===== src/rtl/dsp_coef_load_ctrl_if.sv =====
// Coefficient stream interface for dsp_coef_load_ctrl.
//   coef_data  : coefficient beat (width DATA_W, matches slice B port)
//   coef_valid : coef_data valid, driven by the coefficient source
//   coef_ready : controller accepts a beat this cycle
// Modports: master = coefficient source, slave = load controller.
interface dsp_coef_load_ctrl_if #(
    parameter int DATA_W = 18
);
    logic signed [DATA_W-1:0] coef_data;
    logic                     coef_valid;
    logic                     coef_ready;

    modport master (
        output coef_data,
        output coef_valid,
        input  coef_ready
    );

    modport slave (
        input  coef_data,
        input  coef_valid,
        output coef_ready
    );
endinterface


===== src/rtl/dsp_coef_load_ctrl.sv =====
// Coefficient load sequencer for a chain of NUM_TAPS cascaded DSP slices.
// Beats are shifted through the B1 (shadow) registers of the chain with
// ceb1 pulses; one ceb2 pulse then copies every B1 into B2 (active set) at
// once, so all taps change in the same cycle while the multipliers run.
// Ports:
//   clk, RSTB      : clock, synchronous active-high reset
//   coef           : coefficient stream (slave side of dsp_coef_load_ctrl_if)
//   load_start     : begin a load (IDLE only)
//   abort          : cancel a load in SHIFT or FULL
//   auto_commit    : commit as soon as the shadow set is full
//   commit_req     : commit request, honoured only in FULL
//   preview_en     : in FULL, feed the multipliers from B1
//   b_out          : B input of slice 0
//   ceb1, ceb2     : broadcast clock enables for B1 / B2
//   inmode_b1      : broadcast INMODE[4] (1 = multiply from B1)
//   busy           : a load sequence is in progress
//   shadow_full    : shadow set loaded, waiting for commit
//   done           : one-cycle pulse together with the ceb2 commit pulse
module dsp_coef_load_ctrl #(
    parameter int NUM_TAPS = 4,
    parameter int DATA_W   = 18
) (
    input  logic                     clk,
    input  logic                     RSTB,
    dsp_coef_load_ctrl_if.slave      coef,
    input  logic                     load_start,
    input  logic                     abort,
    input  logic                     auto_commit,
    input  logic                     commit_req,
    input  logic                     preview_en,
    output logic signed [DATA_W-1:0] b_out,
    output logic                     ceb1,
    output logic                     ceb2,
    output logic                     inmode_b1,
    output logic                     busy,
    output logic                     shadow_full,
    output logic                     done
);

    localparam int CNT_W = $clog2(NUM_TAPS + 1);
    localparam logic [CNT_W-1:0] LAST_BEAT = CNT_W'(NUM_TAPS - 1);

    localparam logic [1:0] ST_IDLE   = 2'd0;
    localparam logic [1:0] ST_SHIFT  = 2'd1;
    localparam logic [1:0] ST_FULL   = 2'd2;
    localparam logic [1:0] ST_COMMIT = 2'd3;

    logic [1:0]       state;
    logic [1:0]       state_nxt;
    logic [CNT_W-1:0] beat_cnt;
    logic             ready;
    logic             hs;
    logic             start_go;
    logic             commit_go;

    assign ready       = (state == ST_SHIFT);
    assign coef.coef_ready = ready;

    // abort outranks a beat presented in the same cycle
    assign hs        = ready && coef.coef_valid && !abort;
    assign start_go  = (state == ST_IDLE) && load_start && !abort;
    assign commit_go = (state == ST_FULL) && !abort && (auto_commit || commit_req);

    assign busy        = (state != ST_IDLE);
    assign shadow_full = (state == ST_FULL);
    assign inmode_b1   = preview_en && (state == ST_FULL);

    always_comb begin
        state_nxt = state;
        case (state)
            ST_IDLE:   if (start_go) state_nxt = ST_SHIFT;
            ST_SHIFT: begin
                if (abort)
                    state_nxt = ST_IDLE;
                else if (hs && (beat_cnt == LAST_BEAT))
                    state_nxt = ST_FULL;
            end
            ST_FULL: begin
                if (abort)
                    state_nxt = ST_IDLE;
                else if (commit_go)
                    state_nxt = ST_COMMIT;
            end
            ST_COMMIT: state_nxt = ST_IDLE;
            default:   state_nxt = ST_IDLE;
        endcase
    end

    // Registered outputs: ceb1/b_out one cycle after the handshake, ceb2/done
    // one cycle after the FULL decision, so the final B1 shift always lands
    // at least one edge before B2 captures. SHIFT exits at NUM_TAPS beats,
    // so the counter never wraps.
    always_ff @(posedge clk) begin
        if (RSTB) begin
            state    <= ST_IDLE;
            beat_cnt <= '0;
            b_out    <= '0;
            ceb1     <= 1'b0;
            ceb2     <= 1'b0;
            done     <= 1'b0;
        end else begin
            state <= state_nxt;
            ceb1  <= hs;
            ceb2  <= commit_go;
            done  <= commit_go;
            if (hs) begin
                b_out    <= coef.coef_data;
                beat_cnt <= beat_cnt + 1'b1;
            end else if (start_go) begin
                beat_cnt <= '0;
            end
        end
    end

endmodule


===== src/flat_wrapper.sv =====
// flat-port wrapper written by rule: the top's interface ports become plain ports
module dsp_coef_load_ctrl_flat 
#(
    parameter int NUM_TAPS = 4,
    parameter int DATA_W   = 18
)
  (clk, RSTB, load_start, abort, auto_commit, commit_req, preview_en, b_out, ceb1, ceb2, inmode_b1, busy, shadow_full, done, coef_coef_data, coef_coef_valid, coef_coef_ready);
  dsp_coef_load_ctrl_if #(.DATA_W(DATA_W)) coef_i ();
  input  logic clk;
  input  logic RSTB;
  input  logic load_start;
  input  logic abort;
  input  logic auto_commit;
  input  logic commit_req;
  input  logic preview_en;
  output logic signed [DATA_W-1:0] b_out;
  output logic ceb1;
  output logic ceb2;
  output logic inmode_b1;
  output logic busy;
  output logic shadow_full;
  output logic done;
  input wire logic [$bits(coef_i.coef_data)-1:0] coef_coef_data;
  input wire logic [$bits(coef_i.coef_valid)-1:0] coef_coef_valid;
  output wire logic [$bits(coef_i.coef_ready)-1:0] coef_coef_ready;
  assign coef_i.coef_data = coef_coef_data;
  assign coef_i.coef_valid = coef_coef_valid;
  assign coef_coef_ready = coef_i.coef_ready;
  dsp_coef_load_ctrl #(.NUM_TAPS(NUM_TAPS), .DATA_W(DATA_W)) u_core (.clk(clk), .RSTB(RSTB), .coef(coef_i), .load_start(load_start), .abort(abort), .auto_commit(auto_commit), .commit_req(commit_req), .preview_en(preview_en), .b_out(b_out), .ceb1(ceb1), .ceb2(ceb2), .inmode_b1(inmode_b1), .busy(busy), .shadow_full(shadow_full), .done(done));
endmodule

===== config.mk =====
export PLATFORM = sky130hd
export DESIGN_NAME = dsp_coef_load_ctrl_flat
export DESIGN_NICKNAME = d
export VERILOG_FILES = /design/src/rtl/dsp_coef_load_ctrl_if.sv /design/src/rtl/dsp_coef_load_ctrl.sv /design/src/flat_wrapper.sv
export SDC_FILE = /design/constraint.sdc
export NUM_CORES = 1
export LEC_CHECK = 0
export CORE_ASPECT_RATIO = 1.1
export CORE_UTILIZATION = 40
export CTS_BUF_LIST = sky130_fd_sc_hd__clkbuf_8
export DETAILED_ROUTE_END_ITERATION = 12
export GPL_ROUTABILITY_DRIVEN = 0
export PLACE_DENSITY = 0.92
export SLEW_MARGIN = 20
export SYNTH_ARGS = -nofsm -noshare
export SYNTH_HDL_FRONTEND = slang
export SYNTH_SLANG_ARGS = --single-unit

===== constraint.sdc =====
create_clock -name clk -period 1.74 [get_ports clk]
set_input_delay 0.348 -clock clk [delete_from_list [all_inputs] [get_ports clk]]
set_output_delay 0.348 -clock clk [all_outputs]
set_load 0.01 [all_outputs]

==> results of run 1 <==
flip-flops by register name, indices dropped and copies added (netlist names):
name / cells
u_core.state: 2
u_core.done: 1
u_core.ceb1: 1
u_core.b_out: 18
u_core.beat_cnt: 3
Yosys cell counts, types with 2 or more instances:
| master | count |
|---|---|
| nor2_1 | 4 |
| inv_1 | 2 |
| nand2_1 | 37 |
| buf_2 | 3 |
| o31ai_1 | 2 |
| ha_1 | 2 |
| a21oi_1 | 19 |
| buf_4 | 3 |
| clkbuf_1 | 2 |
| dfxtp_1 | 25 |
| nand2b_1 | 2 |
final cells by class:
type | instances | share of cell area (%)
clock buffers | 3 | 2.651
clock inverters | 1 | 0.3213
inverters | 2 | 0.4819
multi-input cells | 80 | 26.27
flip-flops and latches | 25 | 32.29
well taps | 30 | 2.410
repair buffers | 56 | 35.58
metal layers:
| layer | vias to the layer above | track usage (%) | part of all wire, % |
|---|---|---|---|
| li1 | 486 | - | - |
| met1 | 427 | 19.34 | 40 |
| met2 | 35 | 37.04 | 52 |
| met3 | 4 | 2.586 | 5.6 |
| met4 | 0 | 11.76 | 2.3 |
| met5 | - | 0 | 0 |
worst min-delay path, cell delays in order (launching register included):
cell,delay (ps)
dfxtp_1,310
nand2_1,50
a21oi_1,50
power breakdown:
group	total (W)	internal [W]	switching, W	leakage [nW]
registers	0.000585	0.000580	0.00000543	0.203
logic	0.000120	0.0000791	0.0000407	0.356
clock network	0.000336	0.000160	0.000176	0.0255
total	0.00104	0.000819	0.000222	0.584
worst min-delay path by stage:
stage / startpoint / to / slack (ps) / cells past startpoint
after floorplan: abort / u_core.done / 430 / 1
after global placement: u_core.b_out[3] / u_core.b_out[3] / 440 / 2
after detailed placement: u_core.b_out[10] / u_core.b_out[10] / 450 / 2
after CTS: u_core.b_out[10] / u_core.b_out[10] / 460 / 2
after global routing: u_core.b_out[10] / u_core.b_out[10] / 480 / 2
final: u_core.b_out[10] / u_core.b_out[10] / 460 / 2
stage by stage:
| step | setup TNS (ps) | power, W | setup WS (ps) |
|---|---|---|---|
| global placement | -33.82 | 0.0007155 | -33.82 |
| global route | 0 | 0.001083 | 5.235 |
| detailed placement | -52.60 | 0.0007194 | -52.60 |
| floorplan | 0 | 0.0006326 | 500.3 |
| finish | 0 | 0.001041 | 55.48 |
| CTS | 0 | 0.001048 | 46.32 |
layout by cell type, fill, tap and decap left out, drive strengths merged:
cell type and instances:
nand2b 2, a21boi 1, nor4 1, o211a 1
clkdlybuf4s50 47, a21oi 19, clkbuf 3, or3 1
and3 1, or2 1, ha 2, o31ai 2
mux2i 1, buf 6, and2 1, nor2b 1
nor3 1, o22ai 1, dfxtp 25, inv 2
and4bb 1, a211oi 1, dlygate4sd2 3, nor2 4
clkinv 1, nand4bb 1, nand2 37
logic make-up after synthesis:
kind of cell / count (synthesis) / synth area share (%)
and+or+nand+nor: 52 / 24.19
AOI/OAI and AO/OA: 25 / 14.69
DFF: 25 / 52.02
buffers and inverters: 10 / 5.462
adders and majority gates: 2 / 2.600
muxes: 1 / 1.040
==> impl_metrics.env, run 1 <==
export IMPL_status="finished, final reports clean"
export IMPL_port_buffer_count=50
export IMPL_end_kind="primary output"
export IMPL_r2r_end="u_core.beat_cnt[2]"
export IMPL_synthArstFlopShare_pct=0
export IMPL_rsz0062_at_grt="false"
export IMPL_syn_nets=143
export IMPL_crit_fanout=8
export IMPL_drtIter0Drc=13
export IMPL_r2r_setup_slack_ps=440
export IMPL_final_cell_area_um2=1558
export IMPL_finClkSkew_ps=0.8942
export IMPL_insertedDiodeCount=0
export IMPL_multiInputGateArea_um2=409.1
export IMPL_netlist_area_leader_share_pct=52.02
export IMPL_post_route_period_util_pct=96.81
export IMPL_antenna_found_initial=0
export IMPL_yosysUniqueCellTypes=25
export IMPL_die_x_um=48.76
export IMPL_ios=51
export IMPL_place_area_um2=1513
export IMPL_dieArea_um2=2606
export IMPL_ant_nets=0
export IMPL_synth_seq_cells=25
export IMPL_dr_pass1_iters=4
export IMPL_ys_seq_area_share_pct=52.02
export IMPL_crit_path_cell_trace="nor2b_1 > clkdlybuf4s50_1"
export IMPL_min_path_type="flop to flop"
export IMPL_cts_root_buf="clkbuf_8"
export IMPL_cts_buffer_depth=2
export IMPL_cts_setup_buffers=0
export IMPL_netlist_top_cells_area="dfxtp_1 52%, nand2_1 14%, a21oi_1 9.9%, ha_1 2.6%, buf_4 2.3%"
export IMPL_slowest_stage="clkdlybuf4s50_1"
export IMPL_crit_arrival_ps=1340
export IMPL_cp_start_kind="flop"
export IMPL_start_util_pct=42.72
export IMPL_critPathKind="flop to primary output"
export IMPL_vias=952
export IMPL_startpoint="u_core.state[0]"
export IMPL_crit_family="buffers and inverters"
export IMPL_cts_sinks=25
export IMPL_syn_avg_cell_area_um2=8.367
export IMPL_timing_critical_path_buf_inv=1
export IMPL_max_vdd_ir_drop_uv=577.9
export IMPL_path_clk_slew_ps=80
export IMPL_leakagePower_nw=0.5839
export IMPL_wire_per_inst_um=11.50
export IMPL_cp_num_cells=2
export IMPL_reg2reg_depth=4
export IMPL_cp_required_ps=1390
export IMPL_whs_ps=455.7
export IMPL_regArea_um2=503.0
export IMPL_yosysTopAreaCell="dfxtp_1"
export IMPL_ys_flop_type="dfxtp_1"
export IMPL_grt_pass1_wl_um=3677
export IMPL_grt_max_degree=20
export IMPL_fillers=181
export IMPL_layoutNonFillerInstCount=197
export IMPL_cts_buffers=3
export IMPL_maxSlewViolCount=0
export IMPL_grt_pass1_vias=880
export IMPL_vias_per_cell=4.832
export IMPL_dpl_hpwl_um=1755
export IMPL_slew_headroom_pct=84.00
export IMPL_placed_cells=193
export IMPL_clk_latency_ps=260
export IMPL_drcViolationCount=0
export IMPL_synthToLayoutAreaGrowth_pct=61.90
export IMPL_endpoint="coef_coef_ready"
export IMPL_fp_coreArea_um2=2252
export IMPL_synth_edf_count=0
export IMPL_layout_drive_gt1_share_pct=7.784
export IMPL_syn_inst=115
export IMPL_post_cts_resized=5
export IMPL_die_h_um=53.44
export IMPL_totalWireLength_um=2265
export IMPL_nets=196
export IMPL_cts_hold_buf=0
export IMPL_max_freq_mhz=593.6
export IMPL_max_slew_worst_pin_slew_ps=238.2
export IMPL_finalHoldViolCount=0
export IMPL_cap_violations=0
export IMPL_setup_violations=0
export IMPL_r2r_start="u_core.beat_cnt[0]"
export IMPL_grt_overflow=0
export IMPL_h_tree_depth=1
export IMPL_num_rows=18
export IMPL_yosysWarnings=0
export IMPL_grt_use_total_pct=19.00
export IMPL_power_density_nw_per_um2=668.4
export IMPL_min_period_ps=1685
export IMPL_critPathMaxStageDelay_ps=540
export IMPL_syn_area_um2=962.2
export IMPL_cts_tree="done"
export IMPL_utilization_pct=69.17
No activity file was read; power rests on OpenSTA's default activity.
==> inputs of run 2 (changes only) <==
- GPL_TIMING_DRIVEN: not set -> 0
==> run 2 against run 1 <==
  * First-iteration DRC count grew 15%
  * Cell count grew 0.51%
  * Die area is the same
  * Worst hold slack lost 160 ps
  * Combinational power shrank 4%
  * Total power grew 1.4%
  * Clock power grew 6%
  * Flip-flop and latch count is the same
  * Core utilization shrank 0.67 points
  * Sequential power is essentially flat
  * Maximum frequency grew 1.9%
  * Critical path depth grew 2
==> impl_metrics.env, run 2 (synthesis results as in run 1) <==
export IMPL_grt_use_total_pct=21.09
export IMPL_crit_fanout=8
export IMPL_drtIter0Drc=15
export IMPL_end_kind="primary output"
export IMPL_cts_setup_buffers=0
export IMPL_nets=197
export IMPL_insertedDiodeCount=0
export IMPL_post_route_period_util_pct=95.01
export IMPL_drcViolationCount=0
export IMPL_fp_coreArea_um2=2252
export IMPL_regArea_um2=505.5
export IMPL_vias=981
export IMPL_r2r_start="u_core.beat_cnt[0]"
export IMPL_startpoint="u_core.state[0]"
export IMPL_slew_headroom_pct=71.23
export IMPL_critPathKind="flop to primary output"
export IMPL_cts_root_buf="clkbuf_8"
export IMPL_finClkSkew_ps=8.785
export IMPL_setup_violations=0
export IMPL_clk_latency_ps=280
export IMPL_vias_per_cell=4.955
export IMPL_multiInputGateArea_um2=409.1
export IMPL_dp_slack_ps=-63.17
export IMPL_finalHoldViolCount=0
export IMPL_min_path_type="input pin to flop"
export IMPL_synthToLayoutAreaGrowth_pct=60.34
export IMPL_antenna_found_initial=0
export IMPL_setup_slack_ps=86.82
export IMPL_max_vdd_ir_drop_uv=666.7
export IMPL_path_clk_slew_ps=90
export IMPL_rsz0062_at_grt="false"
export IMPL_power_density_nw_per_um2=684.3
export IMPL_cts_buffer_depth=2
export IMPL_num_rows=18
export IMPL_port_buffer_count=49
export IMPL_ios=51
export IMPL_start_util_pct=42.72
export IMPL_cts_hold_buf=0
export IMPL_fillers=209
export IMPL_crit_arrival_ps=1310
export IMPL_max_slew_worst_pin_slew_ps=431.6
export IMPL_slowest_stage="dfxtp_4"
export IMPL_crit_path_cell_trace="nand2b_1 > inv_1 > and2_1 > dlygate4sd2_1"
export IMPL_ant_nets=0
export IMPL_leakagePower_nw=0.5898
export IMPL_grt_pass1_vias=965
export IMPL_utilization_pct=68.50
export IMPL_status="finished, final reports clean"
export IMPL_final_common_cell="clkdlybuf4s50_1"
export IMPL_totalWireLength_um=2483
export IMPL_crit_family="flip-flops"
export IMPL_maxSlewViolCount=0
export IMPL_die_x_um=48.76
export IMPL_cts_buffers=3
export IMPL_dr_pass1_iters=4
export IMPL_grt_overflow=0
export IMPL_layout_drive_gt1_share_pct=7.738
export IMPL_wire_per_inst_um=12.54
export IMPL_reg_largest_list="u_core.b_out: 18 flops, u_core.beat_cnt: 3 flops, u_core.state: 2 flops"
export IMPL_regMostFlops="u_core.b_out"
export IMPL_cp_required_ps=1390
export IMPL_dieArea_um2=2606
export IMPL_critPathMaxStageDelay_ps=390
export IMPL_min_period_ps=1653
export IMPL_dpl_hpwl_um=1879
export IMPL_grt_max_degree=16
export IMPL_die_h_um=53.44
export IMPL_max_freq_mhz=604.9
export IMPL_cp_start_kind="flop"
export IMPL_hold_start="RSTB"
export IMPL_cap_violations=0
export IMPL_cts_sinks=25
export IMPL_largest_register_ffs=18
export IMPL_cts_tree="done"
export IMPL_timing_critical_path_buf_inv=2
export IMPL_grt_pass1_wl_um=4119
export IMPL_final_cell_mix="45 x clkdlybuf4s50_1, 37 x nand2_1, 23 x dfxtp_1"
export IMPL_h_tree_depth=1
==> run 2: changes by cell type in the layout (fill, tap and decap cells not counted) <==
| cell | previous run | this run |
|---|---|---|
| dfxtp_2 | 2 | 1 |
| clkinvlp_4 | 0 | 1 |
| clkbuf_1 | 0 | 2 |
| clkdlybuf4s50_1 | 47 | 45 |
| buf_4 | 5 | 3 |
| clkinv_2 | 1 | 0 |
| dfxtp_4 | 0 | 1 |
| dlymetal6s2s_1 | 0 | 1 |
| buf_12 | 1 | 0 |
| buf_2 | 0 | 3 |
==> run 2: through the flow <==
step	power, W	std cells	setup TNS [ps]	area, µm²	hold WS (ps)
floorplan	0.0006326	115	0	962.2	426.5
global placement	0.0007104	194	-35.89	1490	441.2
detailed placement	0.0007150	194	-106.7	1490	449.3
CTS	0.001055	198	0	1538	289.5
global route	0.001082	198	0	1543	297.8
finish	0.001056	198	0	1543	291.8
==> run 2: worst paths after layout <==
path | slack [ps] | end | depth (start not counted)
worst max-delay path | 90 | inmode_b1 | 4
worst min-delay path | 290 | u_core.beat_cnt[0] | 2
worst max register to register | 380 | u_core.beat_cnt[2] | 4
worst min register to register | 460 | u_core.b_out[11] | 2
==> run 2: what timing repair did <==
item / 4_1_cts / 5_1_grt
endpoints found under the setup margin: 4 / 2
cloned: 0 / 0
gates resized for setup: 5 / 2
==> run 2: final cells by class <==
type / count / area share [%]
sequential: 25 / 32.77
timing repair buffer: 49 / 31.71
multi-input combinational: 80 / 26.52
buffer: 8 / 2.920
clock buffer: 3 / 2.676
tap: 30 / 2.433
clock inverter: 1 / 0.4866
inverter: 2 / 0.4866
==> run 2: power breakdown <==
group	switching, W	leakage [nW]	internal, W
logic	0.0000418	0.365	0.0000736
clock network	0.000193	0.0217	0.000163
registers	0.00000600	0.203	0.000579
total	0.000240	0.590	0.000815
==> run 2: metal layers <==
metal	global-route usage [%]	wire length, µm	vias to the layer above
li1	-	-	487
met1	21.15	982	444
met2	42.36	1297	43
met3	1.724	140	7
met4	13.24	62	0
met5	0	0	-
==> inputs of run 3 (changes only) <==
- CTS_CLUSTER_DIAMETER: not set -> 30
==> results of run 3 <==
No change in the layout: final DEF, timing and power equal those of run 2.
